==> src/rtl/mem_port_arbiter_pkg.sv <==
// Shared types for the memory-port arbiter: FSM state encoding, the
// memory-side request bundle and the starvation counter helper.
// The bundle widths below set the arbiter's ADDR_WIDTH/DATA_WIDTH defaults.
package mem_port_arbiter_pkg;

    localparam int ARB_ADDR_WIDTH = 32;
    localparam int ARB_DATA_WIDTH = 32;
    localparam int ARB_BE_WIDTH   = ARB_DATA_WIDTH / 8;

    typedef enum logic [1:0] {
        IDLE  = 2'd0,
        GNT_I = 2'd1,
        GNT_D = 2'd2,
        DONE  = 2'd3
    } ArbState_t;

    // Captured winner request; doubles as the registered memory-side bundle.
    typedef struct packed {
        logic                      req;
        logic                      we;
        logic [ARB_BE_WIDTH-1:0]   be;
        logic [ARB_ADDR_WIDTH-1:0] addr;
        logic [ARB_DATA_WIDTH-1:0] wdata;
    } MemPortReq_t;

    // Saturating increment used for the instruction starvation counter.
    function automatic logic [3:0] starve_inc(input logic [3:0] cnt, input logic [3:0] limit);
        return (cnt >= limit) ? limit : cnt + 4'd1;
    endfunction

endpackage

==> src/rtl/mem_port_watchdog.sv <==
// Grant watchdog: counts grant cycles without mem_ack and flags a timeout
// in the cycle the count reaches TIMEOUT_CYCLES-1. Only used when the
// arbiter is built with ARB_TIMEOUT_EN.
module mem_port_watchdog #(
    parameter int TIMEOUT_CYCLES = 256
) (
    input  logic clk,
    input  logic rst,
    input  logic i_active,
    input  logic i_ack,
    output logic o_timeout
);

    localparam int CW = (TIMEOUT_CYCLES > 1) ? $clog2(TIMEOUT_CYCLES) : 1;
    localparam logic [CW-1:0] LAST = CW'(TIMEOUT_CYCLES - 1);

    logic [CW-1:0] r_cnt;

    // Counter is held at zero outside a grant, so every grant starts from 0.
    always_ff @(posedge clk) begin
        if (!rst || !i_active) begin
            r_cnt <= '0;
        end else if (!i_ack && (r_cnt != LAST)) begin
            r_cnt <= r_cnt + 1'b1;
        end
    end

    assign o_timeout = i_active && !i_ack && (r_cnt == LAST);

endmodule

==> src/rtl/mem_port_arbiter.sv <==
// Two-master arbiter for the single external memory port (IF + MEM stages).
// Data requests win unless instruction fetch has waited STARVE_LIMIT data
// grants. One transaction in flight; each grant is followed by a DONE cycle.
// Optional watchdog: define ARB_TIMEOUT_EN to abort grants after
// TIMEOUT_CYCLES cycles without mem_ack (bus_err pulse, rdata 0).
module mem_port_arbiter
    import mem_port_arbiter_pkg::*;
#(
    parameter int ADDR_WIDTH     = ARB_ADDR_WIDTH,
    parameter int DATA_WIDTH     = ARB_DATA_WIDTH,
    parameter int STARVE_LIMIT   = 4,
    parameter int TIMEOUT_CYCLES = 256
) (
    input  logic                    clk,
    input  logic                    rst,
    input  logic                    inst_req,
    input  logic [ADDR_WIDTH-1:0]   inst_addr,
    output logic [DATA_WIDTH-1:0]   inst_rdata,
    output logic                    inst_ack,
    input  logic                    data_req,
    input  logic                    data_we,
    input  logic [DATA_WIDTH/8-1:0] data_be,
    input  logic [ADDR_WIDTH-1:0]   data_addr,
    input  logic [DATA_WIDTH-1:0]   data_wdata,
    output logic [DATA_WIDTH-1:0]   data_rdata,
    output logic                    data_ack,
    output logic                    mem_req,
    output logic                    mem_we,
    output logic [DATA_WIDTH/8-1:0] mem_be,
    output logic [ADDR_WIDTH-1:0]   mem_addr,
    output logic [DATA_WIDTH-1:0]   mem_wdata,
    input  logic [DATA_WIDTH-1:0]   mem_rdata,
    input  logic                    mem_ack,
    output logic                    grant_data,
    output logic                    bus_err,
    output ArbState_t               dbg_state
);

    localparam logic [3:0] LIMIT = 4'(STARVE_LIMIT);

    ArbState_t             r_state;
    MemPortReq_t           r_mem;
    logic [3:0]            r_starve_cnt;
    logic [DATA_WIDTH-1:0] r_inst_rdata;
    logic [DATA_WIDTH-1:0] r_data_rdata;

    logic                  w_in_grant;
    logic                  w_pick_data;
    logic                  w_timeout;
    logic                  w_mem_done;
    logic [DATA_WIDTH-1:0] w_ack_rdata;

    assign w_in_grant  = (r_state == GNT_I) || (r_state == GNT_D);
    // Data wins unless instruction fetch is pending and already starved.
    assign w_pick_data = data_req && !(inst_req && (r_starve_cnt == LIMIT));

`ifdef ARB_TIMEOUT_EN
    mem_port_watchdog #(
        .TIMEOUT_CYCLES(TIMEOUT_CYCLES)
    ) u_watchdog (
        .clk       (clk),
        .rst       (rst),
        .i_active  (w_in_grant),
        .i_ack     (mem_ack),
        .o_timeout (w_timeout)
    );
`else
    logic w_unused_timeout_cfg;
    assign w_unused_timeout_cfg = (TIMEOUT_CYCLES > 0);
    assign w_timeout = 1'b0;
`endif

    // A grant ends on mem_ack or, with the watchdog, on timeout.
    assign w_mem_done  = w_in_grant && (mem_ack || w_timeout);
    // A timed-out transaction returns zero data.
    assign w_ack_rdata = mem_ack ? mem_rdata : '0;

    // Arbitration FSM, captured request bundle and starvation counter.
    always_ff @(posedge clk) begin
        if (!rst) begin
            r_state      <= IDLE;
            r_mem        <= '0;
            r_starve_cnt <= '0;
        end else begin
            case (r_state)
                IDLE: begin
                    if (!inst_req) begin
                        r_starve_cnt <= '0;
                    end
                    if (w_pick_data) begin
                        r_state <= GNT_D;
                        r_mem   <= '{req: 1'b1, we: data_we, be: data_be,
                                     addr: data_addr, wdata: data_wdata};
                        if (inst_req) begin
                            r_starve_cnt <= starve_inc(r_starve_cnt, LIMIT);
                        end
                    end else if (inst_req) begin
                        r_state      <= GNT_I;
                        r_mem        <= '{req: 1'b1, we: 1'b0, be: {ARB_BE_WIDTH{1'b1}},
                                          addr: inst_addr, wdata: '0};
                        r_starve_cnt <= '0;
                    end
                end
                GNT_I, GNT_D: begin
                    if (w_mem_done) begin
                        r_state   <= DONE;
                        r_mem.req <= 1'b0;
                    end
                end
                DONE:    r_state <= IDLE;
                default: r_state <= IDLE;
            endcase
        end
    end

    // Hold the last completion data so rdata stays stable after the ack.
    always_ff @(posedge clk) begin
        if (!rst) begin
            r_inst_rdata <= '0;
            r_data_rdata <= '0;
        end else begin
            if (inst_ack) r_inst_rdata <= w_ack_rdata;
            if (data_ack) r_data_rdata <= w_ack_rdata;
        end
    end

    assign inst_ack   = (r_state == GNT_I) && w_mem_done;
    assign data_ack   = (r_state == GNT_D) && w_mem_done;
    assign inst_rdata = inst_ack ? w_ack_rdata : r_inst_rdata;
    assign data_rdata = data_ack ? w_ack_rdata : r_data_rdata;

    assign mem_req    = r_mem.req;
    assign mem_we     = r_mem.we;
    assign mem_be     = r_mem.be;
    assign mem_addr   = r_mem.addr;
    assign mem_wdata  = r_mem.wdata;
    assign grant_data = (r_state == GNT_D);
    assign bus_err    = w_in_grant && w_timeout && !mem_ack;
    assign dbg_state  = r_state;

endmodule

==> config.mk <==
export PLATFORM = sky130hd
export DESIGN_NAME = mem_port_arbiter
export DESIGN_NICKNAME = d
export VERILOG_FILES = /design/src/rtl/mem_port_arbiter_pkg.sv /design/src/rtl/mem_port_watchdog.sv /design/src/rtl/mem_port_arbiter.sv
export SDC_FILE = /design/constraint.sdc
export NUM_CORES = 1
export LEC_CHECK = 0
export BUFFER_PORTS_ARGS = -buffer_cell sky130_fd_sc_hd__buf_2
export CAP_MARGIN = 20
export CORE_MARGIN = 1.5
export CORE_UTILIZATION = 46
export DETAILED_ROUTE_END_ITERATION = 7
export PLACE_DENSITY_LB_ADDON = 0.1
export SLEW_MARGIN = 20
export SYNTH_ARGS = -nofsm -noshare
export SYNTH_HDL_FRONTEND = slang
export SYNTH_SLANG_ARGS = --single-unit
==> constraint.sdc <==
create_clock -name clk -period 2.45 [get_ports clk]
set_input_delay 0.49 -clock clk [delete_from_list [all_inputs] [get_ports clk]]
set_output_delay 0.49 -clock clk [all_outputs]
set_load 0.05 [all_outputs]
After elaboration in Yosys (flattened, before gate mapping):

Index checks and enable logic that the tools add are counted.

* divide/modulo/power cells: 0
* magnitude comparators: 1
* eq/ne operators: 6
* $add $sub $neg: 1
* bitwise gates (word level): 0
* mux-type cells: 14
* $mul: 0
* shift-type cells: 0
* reduce and logical (&&, ||, !) cells: 14

Operators with widths (number)
* 70-bit two-way mux: 2
* 32-bit two-way mux: 3
* 4-bit two-way mux: 3
* 2-bit two-way mux: 3
* 2-bit case mux with 3 select lines: 1
* 1-bit logical AND: 5
* 4-bit by 1-bit adder with 4-bit output (second input constant): 1
* 2-bit == test (second input constant): 2
* 4-bit by 3-bit == test with 1-bit output (second input constant): 1
* 4-bit by 3-bit greater-or-equal comparator with 1-bit output (second input constant): 1
* 2-bit AND reduction: 2
* 2-bit nonzero test: 2
* 3-bit != test (second input constant): 1
* 3-bit AND reduction: 1
* 2-bit by 1-bit == test with 1-bit output (second input constant): 1
* 2-bit logical NOT: 1
* 2-bit != test (second input constant): 1
* 1-bit case mux with 2 select lines: 1
* 2-bit OR reduction: 1
* 1-bit logical NOT: 1
* 1-bit logical OR: 1
* 1-bit two-way mux: 1

* memories: 0
* output and inout port bits: 140
* register bits: 140
* input port bits: 138
* latch bits: 0
* bits in read-only memories: 0
* RAM bits: 0

Longest topological paths before layout:

Gate-level depths: netlist (run 1).

* depth after elaboration: 6
* depth in mapped cells: 8
* mapped depth without buffers: 5

Worst setup path after synthesis (run 1):

OpenSTA, ideal clock, no wires.

* path kind: register to output
* start point: register r_state[0] (netlist: dbg_state[0])
* end point: output port data_rdata[10]
* slack: -0.098 ns
* cell stages (with the launch flop): 6
* buffers on the path: 1
* arrival time: 2.058 ns
* required time: 1.960 ns
* path through: dfxtp_1 inv_1 ha_1 nand2_2 buf_6 mux2_2

* cells in the longest elaborated chain, start to end: 5
* elaborated cells on any way between the ends: 6

RTL lines
* start, declared: line mem_port_arbiter.sv:41 `ArbState_t r_state;`
* start signal, assigned: line mem_port_arbiter.sv:81 `r_state <= IDLE;`
* start signal, assigned: line mem_port_arbiter.sv:91 `r_state <= GNT_D;`
* start signal, assigned: line mem_port_arbiter.sv:98 `r_state <= GNT_I;`
* 2-bit == test *
* net grant_data: line mem_port_arbiter.sv:34 `output logic grant_data,`
* 1-bit logical OR: line mem_port_arbiter.sv:53 `assign w_in_grant = (r_state == GNT_I) || (r_state == GNT_D);`
* 1-bit logical AND: line mem_port_arbiter.sv:74 `assign w_mem_done = w_in_grant && (mem_ack || w_timeout);`
* 1-bit logical AND *: line mem_port_arbiter.sv:128 `assign data_ack = (r_state == GNT_D) && w_mem_done;`
* 32-bit two-way mux *
* end, declared: line mem_port_arbiter.sv:25 `output logic [DATA_WIDTH-1:0] data_rdata,`

The timed path passes the listed nets; every way through them passes the cells marked *.

Worst setup path after layout (run 1):

* start point: register r_state[1] (netlist: dbg_state[1])
* end point: output port inst_rdata[8]

* cells in the longest elaborated chain, start to end: 5
* elaborated cells on any way between the ends: 6

RTL lines
* 2-bit by 1-bit == test with 1-bit output / 2-bit == test (equally long branches): line mem_port_arbiter.sv:53, mem_port_arbiter.sv:127
* 1-bit logical OR: line mem_port_arbiter.sv:53
* 1-bit logical AND: line mem_port_arbiter.sv:74
* 1-bit logical AND *: line mem_port_arbiter.sv:127 `assign inst_ack = (r_state == GNT_I) && w_mem_done;`
* 32-bit two-way mux *
* end, declared: line mem_port_arbiter.sv:18 `output logic [DATA_WIDTH-1:0] inst_rdata,`

Mark *: on every way between the ends. The rest lies on a longest branch, timed or not.

==> results of run 1 <==
[layout by cell type, fill, tap and decap left out, drive strengths merged, types with 2 or more instances in the layout]
cell,synthesis,final
a21oi,72,72
a311o,2,2
a31oi,32,32
and2,65,65
and3,2,2
buf,21,289
bufinv,0,7
clkbuf,37,24
clkinv,0,3
clkinvlp,0,2
dfxtp,140,140
ha,6,6
inv,9,9
mux2,64,64
nand2,36,36
nand4,33,33
nand4b,2,2
nor2,6,6
nor2b,3,3
nor3b,2,2
o21a,2,2
o21ai,72,72
[cells in the mapped netlist, drive strengths merged]
library cell | n | share of area, %
inv | 9 | 0.58
nand2 | 36 | 2.4
a21boi | 1 | 0.13
clkbuf | 37 | 2.4
ha | 6 | 1.3
mux2 | 64 | 13
nor2 | 6 | 0.39
and3 | 2 | 0.22
nand2b | 1 | 0.11
nand3 | 1 | 0.30
buf | 21 | 2.5
nand4b | 2 | 0.30
a31oi | 32 | 3.4
o31ai | 1 | 0.13
dfxtp | 140 | 48
nand4 | 33 | 3.6
nor3b | 2 | 0.26
nor2b | 3 | 0.32
conb | 1 | 0.065
o32ai | 1 | 0.15
nor3 | 1 | 0.086
o21a | 2 | 0.26
o21ai | 72 | 6.3
o311ai | 1 | 0.15
mux2i | 1 | 0.17
a311o | 2 | 0.34
and4b | 1 | 0.17
and2 | 65 | 7.0
a21oi | 72 | 6.2
[sequential cells by signal, indices dropped and copies added, names as in the netlist]
signal	flops
mem_wdata	32
r_data_rdata	32
r_starve_cnt	4
mem_be	4
dbg_state	2
mem_req	1
r_inst_rdata	32
mem_we	1
mem_addr	32
[critical path: stages (launching register included)]
cell and delay, ps:
dfxtp_2 340, inv_2 60, ha_4 250, nand3_4 110, buf_12 170, mux2_2 350, buf_4 190
[layer usage]
layer  up-vias  share of wire (%)  GRT usage, %
met4         0                2.7          11.3
met5         -                  0             0
li1       2696                  -             -
met2       242                 51          42.2
met3        37                7.4          7.80
met1      2610                 39          28.7
[worst min path at each step]
| stage | from | slack, ps | cells after the start | endpoint |
|---|---|---|---|---|
| 2_1_floorplan | r_starve_cnt[3] | 480 | 1 | r_starve_cnt[3] |
| 3_3_place_gp | mem_wdata[4] | 440 | 2 | mem_wdata[4] |
| 3_5_place_dp | mem_wdata[28] | 450 | 2 | mem_wdata[28] |
| 4_1_cts | inst_addr[26] | 320 | 3 | mem_addr[26] |
| 5_1_grt | inst_addr[26] | 320 | 3 | mem_addr[26] |
| 6_report | inst_addr[26] | 330 | 3 | mem_addr[26] |
[repair_timing]
action,CTS,global route
endpoints found under the setup margin,33,55
resized for setup,21,62
gates cloned,1,3
pin swaps,1,0
hold endpoints to repair,0,0
setup buffers,2,0
[kinds of logic after synthesis]
| kind of cell | Yosys count | share of synthesized area [%] |
|---|---|---|
| mux | 65 | 12.7 |
| flops | 140 | 48.3 |
| buf+inv | 67 | 5.51 |
| simple gates | 153 | 15.1 |
| other cells | 1 | 0.0646 |
| compound gates | 184 | 17.1 |
| fa+ha+maj | 6 | 1.29 |
[layout make-up]
type / instances / area (sq um) / area share, %
Antenna cell: 1 / 2.50 / 0.0304
Clock inverter: 12 / 240 / 2.92
Inverter: 9 / 33.8 / 0.411
Timing Repair Buffer: 293 / 1760 / 21.4
Clock buffer: 20 / 457 / 5.55
Multi-Input combinational cell: 409 / 2710 / 33.0
Tap cell: 168 / 210 / 2.56
Sequential cell: 140 / 2810 / 34.1
[stage by stage]
| stage | util [%] | area [sq um] | std cells | power (mW) |
|---|---|---|---|---|
| after detailed placement | 59.6 | 7240 | 1013 | 7.56 |
| after global placement | 59.6 | 7240 | 1013 | 7.47 |
| final | 67.6 | 8220 | 1052 | 10.8 |
| after global routing | 67.6 | 8220 | 1051 | 11.3 |
| after CTS | 66.1 | 8040 | 1048 | 10.7 |
| after floorplan | - | 5810 | 616 | 6.52 |
[power groups by stage]
stage               clock, mW  sequential, mW  combinational, mW
global placement            0            2.94               4.53
floorplan                   0            4.12               2.40
finish                   2.99            2.93               4.87
detailed placement          0            2.96               4.61
global route             3.15            2.97               5.17
CTS                      3.04            2.92               4.73
==> flow_metrics.env, run 1 <==
export IMPL_hpwl_microns=11400
export IMPL_setup_ws_ps=63.9
export IMPL_ir_drop_mv=0.596
export IMPL_status="finished clean"
export IMPL_numCtsBuffers=17
export IMPL_worstSetupStartpointType="flip-flop"
export IMPL_maxCapViolCount=0
export IMPL_switching_share_pct=42.4
export IMPL_hold_ws_ps=334
export IMPL_fillers=976
export IMPL_skew_ps=5.90
export IMPL_ctsHtreeMaxLevel=4
export IMPL_power_leakage_nw=3.92
export IMPL_cp_arrival_ps=1900
export IMPL_syn_nets=760
export IMPL_synth_distinct_cells=36
export IMPL_clk_pin_slew_ps=60
export IMPL_startpoint="dbg_state[1]"
export IMPL_p_int_mw=6.20
export IMPL_drive_above_1_share_pct=45.1
export IMPL_cp_required_ps=1960
export IMPL_finalWirelength_microns=17200
export IMPL_wire_per_inst_microns=16.4
export IMPL_cts_num_sinks=140
export IMPL_worstSetupPathType="reg2out"
export IMPL_rows=40
export IMPL_vias_per_cell=5.31
export IMPL_ys_seq_elements=140
export IMPL_drtPass1Iterations=5
export IMPL_regToRegSetupSlack_ps=590
export IMPL_start_util_pct=47.8
export IMPL_reg2reg_from="r_starve_cnt[0]"
export IMPL_die_x_microns=115
export IMPL_layout_nets=1014
export IMPL_grt_usage_pct=24.8
export IMPL_grt_max_degree=83
export IMPL_synth_area_sq_mm=0.00581
export IMPL_fmax_mhz=419
export IMPL_yosysSeqAreaShare_pct=48.3
export IMPL_fp_dieArea_sq_mm=0.0133
export IMPL_place_ws_ps=176
export IMPL_io_buffers=276
export IMPL_grt_overflow=0
export IMPL_holdBufCountCts=0
export IMPL_finalMaxSlewViolations=0
export IMPL_relSlewSlack_pct=41.7
export IMPL_hold_path_class="in2reg"
export IMPL_place_congestion=0.803
export IMPL_syn_avg_cell_area_sq_um=9.43
export IMPL_timing_final_crit_share_pct=97.4
export IMPL_reg2reg_depth=6
export IMPL_grt_pass1_wl_microns=25800
export IMPL_combinationalPowerShare_pct=45.1
export IMPL_clockRootBuffer="clkbuf_16"
export IMPL_route_detailed_drc=0
export IMPL_syn_to_final_growth_pct=41.6
export IMPL_setup_worst_path_end_class="output pin"
export IMPL_clockBufferDepth=2
export IMPL_finalSetupTns_ps=0
export IMPL_yosysWarnings=0
export IMPL_drtIter0Drc=423
export IMPL_fin_crit_ps=2390
export IMPL_io_pins=278
export IMPL_crit_end="inst_rdata[8]"
export IMPL_cp_max_fo=15
export IMPL_r2r_end="mem_addr[8]"
export IMPL_power_switching_mw=4.58
export IMPL_power_density_mw_per_mm2=1310
export IMPL_grt_pass1_vias=5324
export IMPL_p_seq_share_pct=27.2
export IMPL_die_h_microns=115
export IMPL_clock_latency_ps=410
export IMPL_clock_power_share_pct=27.7
export IMPL_core_area_sq_mm=0.0122
export IMPL_via_count=5585
export IMPL_setup_viol=0
export IMPL_antenna_found_initial=1
export IMPL_worst_slew_pin_slew_ps=874
export IMPL_finalHoldViolations=0
export IMPL_final_antenna_net_count=0
export IMPL_netlist_instances=616
export IMPL_tritoncts="built"
No activity file was read; power rests on OpenSTA's default activity.
==> inputs of run 2 (changes only) <==
--- a/config.mk
+++ b/config.mk
@@ -7,8 +7,8 @@
 export LEC_CHECK = 0
 export BUFFER_PORTS_ARGS = -buffer_cell sky130_fd_sc_hd__buf_2
 export CAP_MARGIN = 20
-export CORE_MARGIN = 1.5
-export CORE_UTILIZATION = 46
+export CORE_MARGIN = 8
+export CORE_UTILIZATION = 42
 export DETAILED_ROUTE_END_ITERATION = 7
 export PLACE_DENSITY_LB_ADDON = 0.1
 export SLEW_MARGIN = 20
==> constraint.sdc (replaced) <==
create_clock -name clk -period 2.1 [get_ports clk]
set_input_delay 0.42 -clock clk [delete_from_list [all_inputs] [get_ports clk]]
set_output_delay 0.42 -clock clk [all_outputs]
set_load 0.05 [all_outputs]
==> run 2 against run 1 <==
Net effect: the flow now finishes with violations (negative setup slack); sequential power up 17%; sequential share of layout area down 2.1 points; first-iteration DRC count down 34%; clock-buffer cell count up 3; design area up 6.7%; largest power group unchanged.
==> flow_metrics.env, run 2 (synthesized netlist as in run 1, its figures left out) <==
export IMPL_finalWirelength_microns=20000
export IMPL_status="finished, violations left"
export IMPL_clockRootBuffer="clkbuf_16"
export IMPL_timing_final_crit_share_pct=110
export IMPL_final_cell_mix="buf_2 (210), dfxtp_1 (138), a21oi_1 (72), o21ai_0 (71), and2_1 (65)"
export IMPL_clock_latency_ps=410
export IMPL_worst_slew_pin_slew_ps=910
export IMPL_finalHoldViolations=0
export IMPL_cp_required_ps=1680
export IMPL_hold_ws_ps=264
export IMPL_die_h_microns=134
export IMPL_via_count=5650
export IMPL_power_leakage_nw=4.15
export IMPL_maxCapViolCount=0
export IMPL_violations="negative setup slack"
export IMPL_vias_per_cell=5.26
export IMPL_setup_ws_ps=-211
export IMPL_clockBufferDepth=2
export IMPL_hold_path_class="in2reg"
export IMPL_setup_worst_path_end_class="output pin"
export IMPL_antenna_found_initial=1
export IMPL_ctsHtreeMaxLevel=4
export IMPL_final_antenna_net_count=0
export IMPL_drive_above_1_share_pct=45.9
export IMPL_route_detailed_drc=0
export IMPL_n_antenna_cell=0
export IMPL_cp_max_fo=14
export IMPL_fillers=1143
export IMPL_multi_input_area_sq_mm=0.00284
export IMPL_finalMaxSlewViolations=0
export IMPL_power_density_mw_per_mm2=1480
export IMPL_fmax_mhz=433
export IMPL_grt_max_degree=45
export IMPL_skew_ps=9.09
export IMPL_setup_viol=64
export IMPL_cp_arrival_ps=1890
export IMPL_clk_pin_slew_ps=60
export IMPL_final_core_util_pct=63.9
export IMPL_place_congestion=0.772
export IMPL_io_pins=278
export IMPL_ir_drop_mv=0.693
export IMPL_syn_to_final_growth_pct=51.0
export IMPL_start_util_pct=42.3
export IMPL_rsz0062_at_grt="yes"
export IMPL_wire_per_inst_microns=18.6
export IMPL_drtIter0Drc=281
export IMPL_tritoncts="built"
export IMPL_relSlewSlack_pct=39.3
export IMPL_worstSetupPathType="reg2out"
export IMPL_numCtsBuffers=17
export IMPL_rows=43
export IMPL_io_buffers=276
export IMPL_grt_usage_pct=20.9
export IMPL_seqCellArea_sq_mm=0.00281
export IMPL_fp_dieArea_sq_mm=0.0178
export IMPL_hpwl_microns=13500
export IMPL_grt_overflow=0
export IMPL_worstSetupStartpointType="flip-flop"
export IMPL_grt_pass1_wl_microns=30300
export IMPL_layout_nets=1026
export IMPL_grt_pass1_vias=5681
export IMPL_drtPass1Iterations=5
export IMPL_cts_num_sinks=140
export IMPL_core_area_sq_mm=0.0137
export IMPL_fin_crit_ps=2310
export IMPL_die_x_microns=134
export IMPL_final_common_cell="buf_2"
[run 2: cell count changes in the layout (fill, tap and decap cells not counted), moves of 2 or more]
cell and change:
mux2_2 -33, mux2_4 +33, buf_2 -29, buf_8 +28
buf_6 +21, buf_4 -7, bufinv_16 -4, clkbuf_8 +3
inv_4 +3, clkbuf_4 -2, inv_2 -2
[run 2: routing by layer]
layer,wire length [microns],up-vias,track usage [%]
met5,12,-,0
met4,316,2,8.05
met3,1450,24,7.27
met2,10300,213,35.2
met1,7900,2698,23.9
li1,-,2713,-
[run 2: repair_timing]
item	in CTS	in global routing
hold endpoints to repair	0	0
buffers inserted	3	2
resized for setup	140	64
cloned	1	4
hold buffers	0	0
endpoints found under the setup margin	65	66
[run 2: layout make-up]
type / instances / area share (%)
multi-input cells: 409 / 32.4
clock buffers: 23 / 5.68
clock inverters: 9 / 1.50
flip-flops and latches: 140 / 32.0
repair buffers: 305 / 25.4
inverters: 9 / 0.442
well taps: 180 / 2.57
[run 2: power by group]
part	total, mW	internal (mW)	switching (mW)
Combinational	6.39	2.18	4.21
Clock	3.14	2.03	1.11
Sequential	3.44	3.19	0.246
[run 2: worst max-delay path, stage by stage (launching register included)]
cell,delay [ps]
dfxtp_4,360
inv_4,50
ha_4,240
nand3_4,120
buf_12,170
mux2_2,380
buf_6,160
[run 2: path summary, 6_finish.rpt]
check,start,end,slack (ps),cells past startpoint
max,dbg_state[0],inst_rdata[2],-210,6
min,inst_addr[5],mem_addr[5],260,3
max reg2reg,r_starve_cnt[0],mem_addr[18],440,6
min reg2reg,mem_wdata[27],mem_wdata[27],450,2
[run 2: metrics by stage]
| step | cell area, sq um | setup TNS (ps) | total power, mW | cells | worst slack [ps] |
|---|---|---|---|---|---|
| global placement | 7310 | 0 | 8.87 | 1033 | 103 |
| global route | 8770 | -14940 | 13.6 | 1075 | -278 |
| finish | 8770 | -10360 | 13.0 | 1075 | -211 |
| floorplan | 5820 | 0 | 7.61 | 616 | 35.9 |
| CTS | 8430 | -12180 | 12.6 | 1069 | -218 |
| detailed placement | 7310 | 0 | 8.95 | 1033 | 52.6 |
==> inputs of run 3 (changes only) <==
--- a/config.mk
+++ b/config.mk
@@ -11,6 +11,7 @@
 export CORE_UTILIZATION = 42
 export DETAILED_ROUTE_END_ITERATION = 7
 export PLACE_DENSITY_LB_ADDON = 0.1
+export SETUP_SLACK_MARGIN = 0.5
 export SLEW_MARGIN = 20
 export SYNTH_ARGS = -nofsm -noshare
 export SYNTH_HDL_FRONTEND = slang
==> run 3 against run 2 <==
Net effect: the run still ends with negative setup slack left; worst hold slack got worse by 6.7 ps; cell count down 0.56%; register-to-register slack gained 50 ps; worst setup slack worse by 3.7 ps; wire length down 3.5%; sequential share of layout area about the same; design area grew 0.14%; combinational power is 2% lower; highest routed layer unchanged.
==> flow_metrics.env, run 3 (synthesized netlist as in run 1, its figures left out) <==
export IMPL_status="finished, violations left"
export IMPL_violations="negative setup slack"
export IMPL_timing_final_crit_share_pct=110
export IMPL_power_density_mw_per_mm2=1470
export IMPL_seqCellArea_sq_mm=0.00281
export IMPL_fillers=1123
export IMPL_route_detailed_drc=0
export IMPL_rows=43
export IMPL_setup_viol=65
export IMPL_rsz0062_at_grt="yes"
export IMPL_grt_max_degree=104
export IMPL_finalMaxSlewViolations=0
export IMPL_syn_to_final_growth_pct=51.2
export IMPL_cts_num_sinks=140
export IMPL_core_area_sq_mm=0.0137
export IMPL_clockBufferDepth=2
export IMPL_fmax_mhz=432
export IMPL_n_antenna_cell=0
export IMPL_worstSetupStartpointType="flip-flop"
export IMPL_fp_dieArea_sq_mm=0.0178
export IMPL_place_congestion=0.767
export IMPL_drtPass1Iterations=4
export IMPL_path_cells="inv_6 > ha_4 > nand3_4 > buf_12 > mux2_2 > buf_6"
export IMPL_finalWirelength_microns=19300
export IMPL_via_count=5604
export IMPL_crit_cells=6
export IMPL_cp_buffers_inverters=3
export IMPL_power_leakage_nw=4.17
export IMPL_slowest_stage="dfxtp_4"
export IMPL_start_util_pct=42.3
export IMPL_cp_max_fo=13
export IMPL_hold_path_class="in2reg"
export IMPL_cp_slowest_stage_delay_ps=370
export IMPL_ir_drop_mv=0.796
export IMPL_final_cell_mix="buf_2 (209), dfxtp_1 (138), a21oi_1 (72), o21ai_0 (71), buf_6 (67)"
export IMPL_die_x_microns=134
export IMPL_tritoncts="built"
export IMPL_vias_per_cell=5.24
export IMPL_layout_nets=1020
export IMPL_finalHoldViolations=0
export IMPL_maxCapViolCount=0
export IMPL_die_h_microns=134
export IMPL_hpwl_microns=13400
export IMPL_io_buffers=276
export IMPL_antenna_found_initial=1
export IMPL_cp_required_ps=1680
export IMPL_wire_per_inst_microns=18.0
export IMPL_clockRootBuffer="clkbuf_16"
export IMPL_clock_latency_ps=420
export IMPL_skew_ps=10.5
export IMPL_worst_slew_pin_slew_ps=936
export IMPL_ctsHtreeMaxLevel=4
export IMPL_cp_arrival_ps=1890
export IMPL_worstSetupPathType="reg2out"
export IMPL_whs_path_depth=3
export IMPL_relSlewSlack_pct=37.5
export IMPL_clk_pin_slew_ps=60
export IMPL_grt_pass1_vias=5716
export IMPL_final_common_cell="buf_2"
export IMPL_io_pins=278
export IMPL_grt_usage_pct=20.8
export IMPL_crit_family="buffers and inverters"
export IMPL_drtIter0Drc=352
export IMPL_reg2reg_depth=6
export IMPL_setup_worst_path_end_class="output pin"
export IMPL_finalSetupTns_ps=-10900
export IMPL_fin_crit_ps=2310
export IMPL_place_ws_ps=119
export IMPL_final_antenna_net_count=0
export IMPL_numCtsBuffers=17
export IMPL_grt_pass1_wl_microns=30200
export IMPL_grt_overflow=0
export IMPL_drive_above_1_share_pct=46.0
export IMPL_setup_ws_ps=-215
export IMPL_multi_input_area_sq_mm=0.00297
-- run 3: cell count changes in the layout (fill, tap and decap cells not counted), moves of 2 or more --
cell       before  now
buf_8          28    7
clkinv_2        2    4
buf_6          38   67
mux2_4         35   61
inv_1           6    4
clkbuf_16      20   17
mux2_2         29    3
buf_4          22   11
clkbuf_8        5    3
-- run 3: cell type report --
type / instances / area share (%)
clock buffers: 21 / 5.36
repair buffers: 299 / 23.9
flip-flops and latches: 140 / 32.0
clock inverters: 11 / 1.87
well taps: 180 / 2.56
multi-input cells: 409 / 33.8
inverters: 9 / 0.556
-- run 3: power breakdown --
part / total, mW / internal, mW / switching, mW
Combinational: 6.26 / 2.08 / 4.18
Clock: 3.18 / 2.08 / 1.10
Sequential: 3.44 / 3.19 / 0.246
Total: 12.9 / 7.35 / 5.52
-- run 3: worst paths after layout --
| kind | from | end | slack [ps] |
|---|---|---|---|
| hold reg to reg | mem_wdata[19] | mem_wdata[19] | 450 |
| setup / recovery | dbg_state[0] | inst_rdata[1] | -210 |
| setup reg to reg | dbg_state[1] | r_inst_rdata[16] | 490 |
| hold / removal | inst_addr[8] | mem_addr[8] | 260 |
-- run 3: worst min-delay path, stage by stage --
cell and delay, ps:
buf_2 90, o21ai_0 60, a21oi_1 60
-- run 3: metrics by stage --
stage	hold slack (ps)	power, mW	util (%)	cell area [sq um]	instances
finish	257	12.9	64.0	8780	1069
global route	255	13.5	64.0	8780	1069
CTS	243	12.9	63.6	8720	1066
floorplan	482	7.92	-	6100	616
global placement	440	9.12	55.1	7560	1028
detailed placement	443	9.21	55.1	7560	1028
-- run 3: what timing repair did --
item | CTS | global route
gates resized for setup | 144 | 10
pin swaps | 1 | 1
setup endpoints to repair | 72 | 160
hold buffers | 0 | 0
cloned | 1 | 0
setup buffers | 5 | 3
-- run 3: layer usage --
layer	share of wire, %	GRT usage [%]	vias to the layer above
li1	-	-	2700
met1	39	23.2	2660
met2	51	35.5	222
met3	8.2	7.64	20
met4	1.5	7.61	2
met5	0.052	0	-
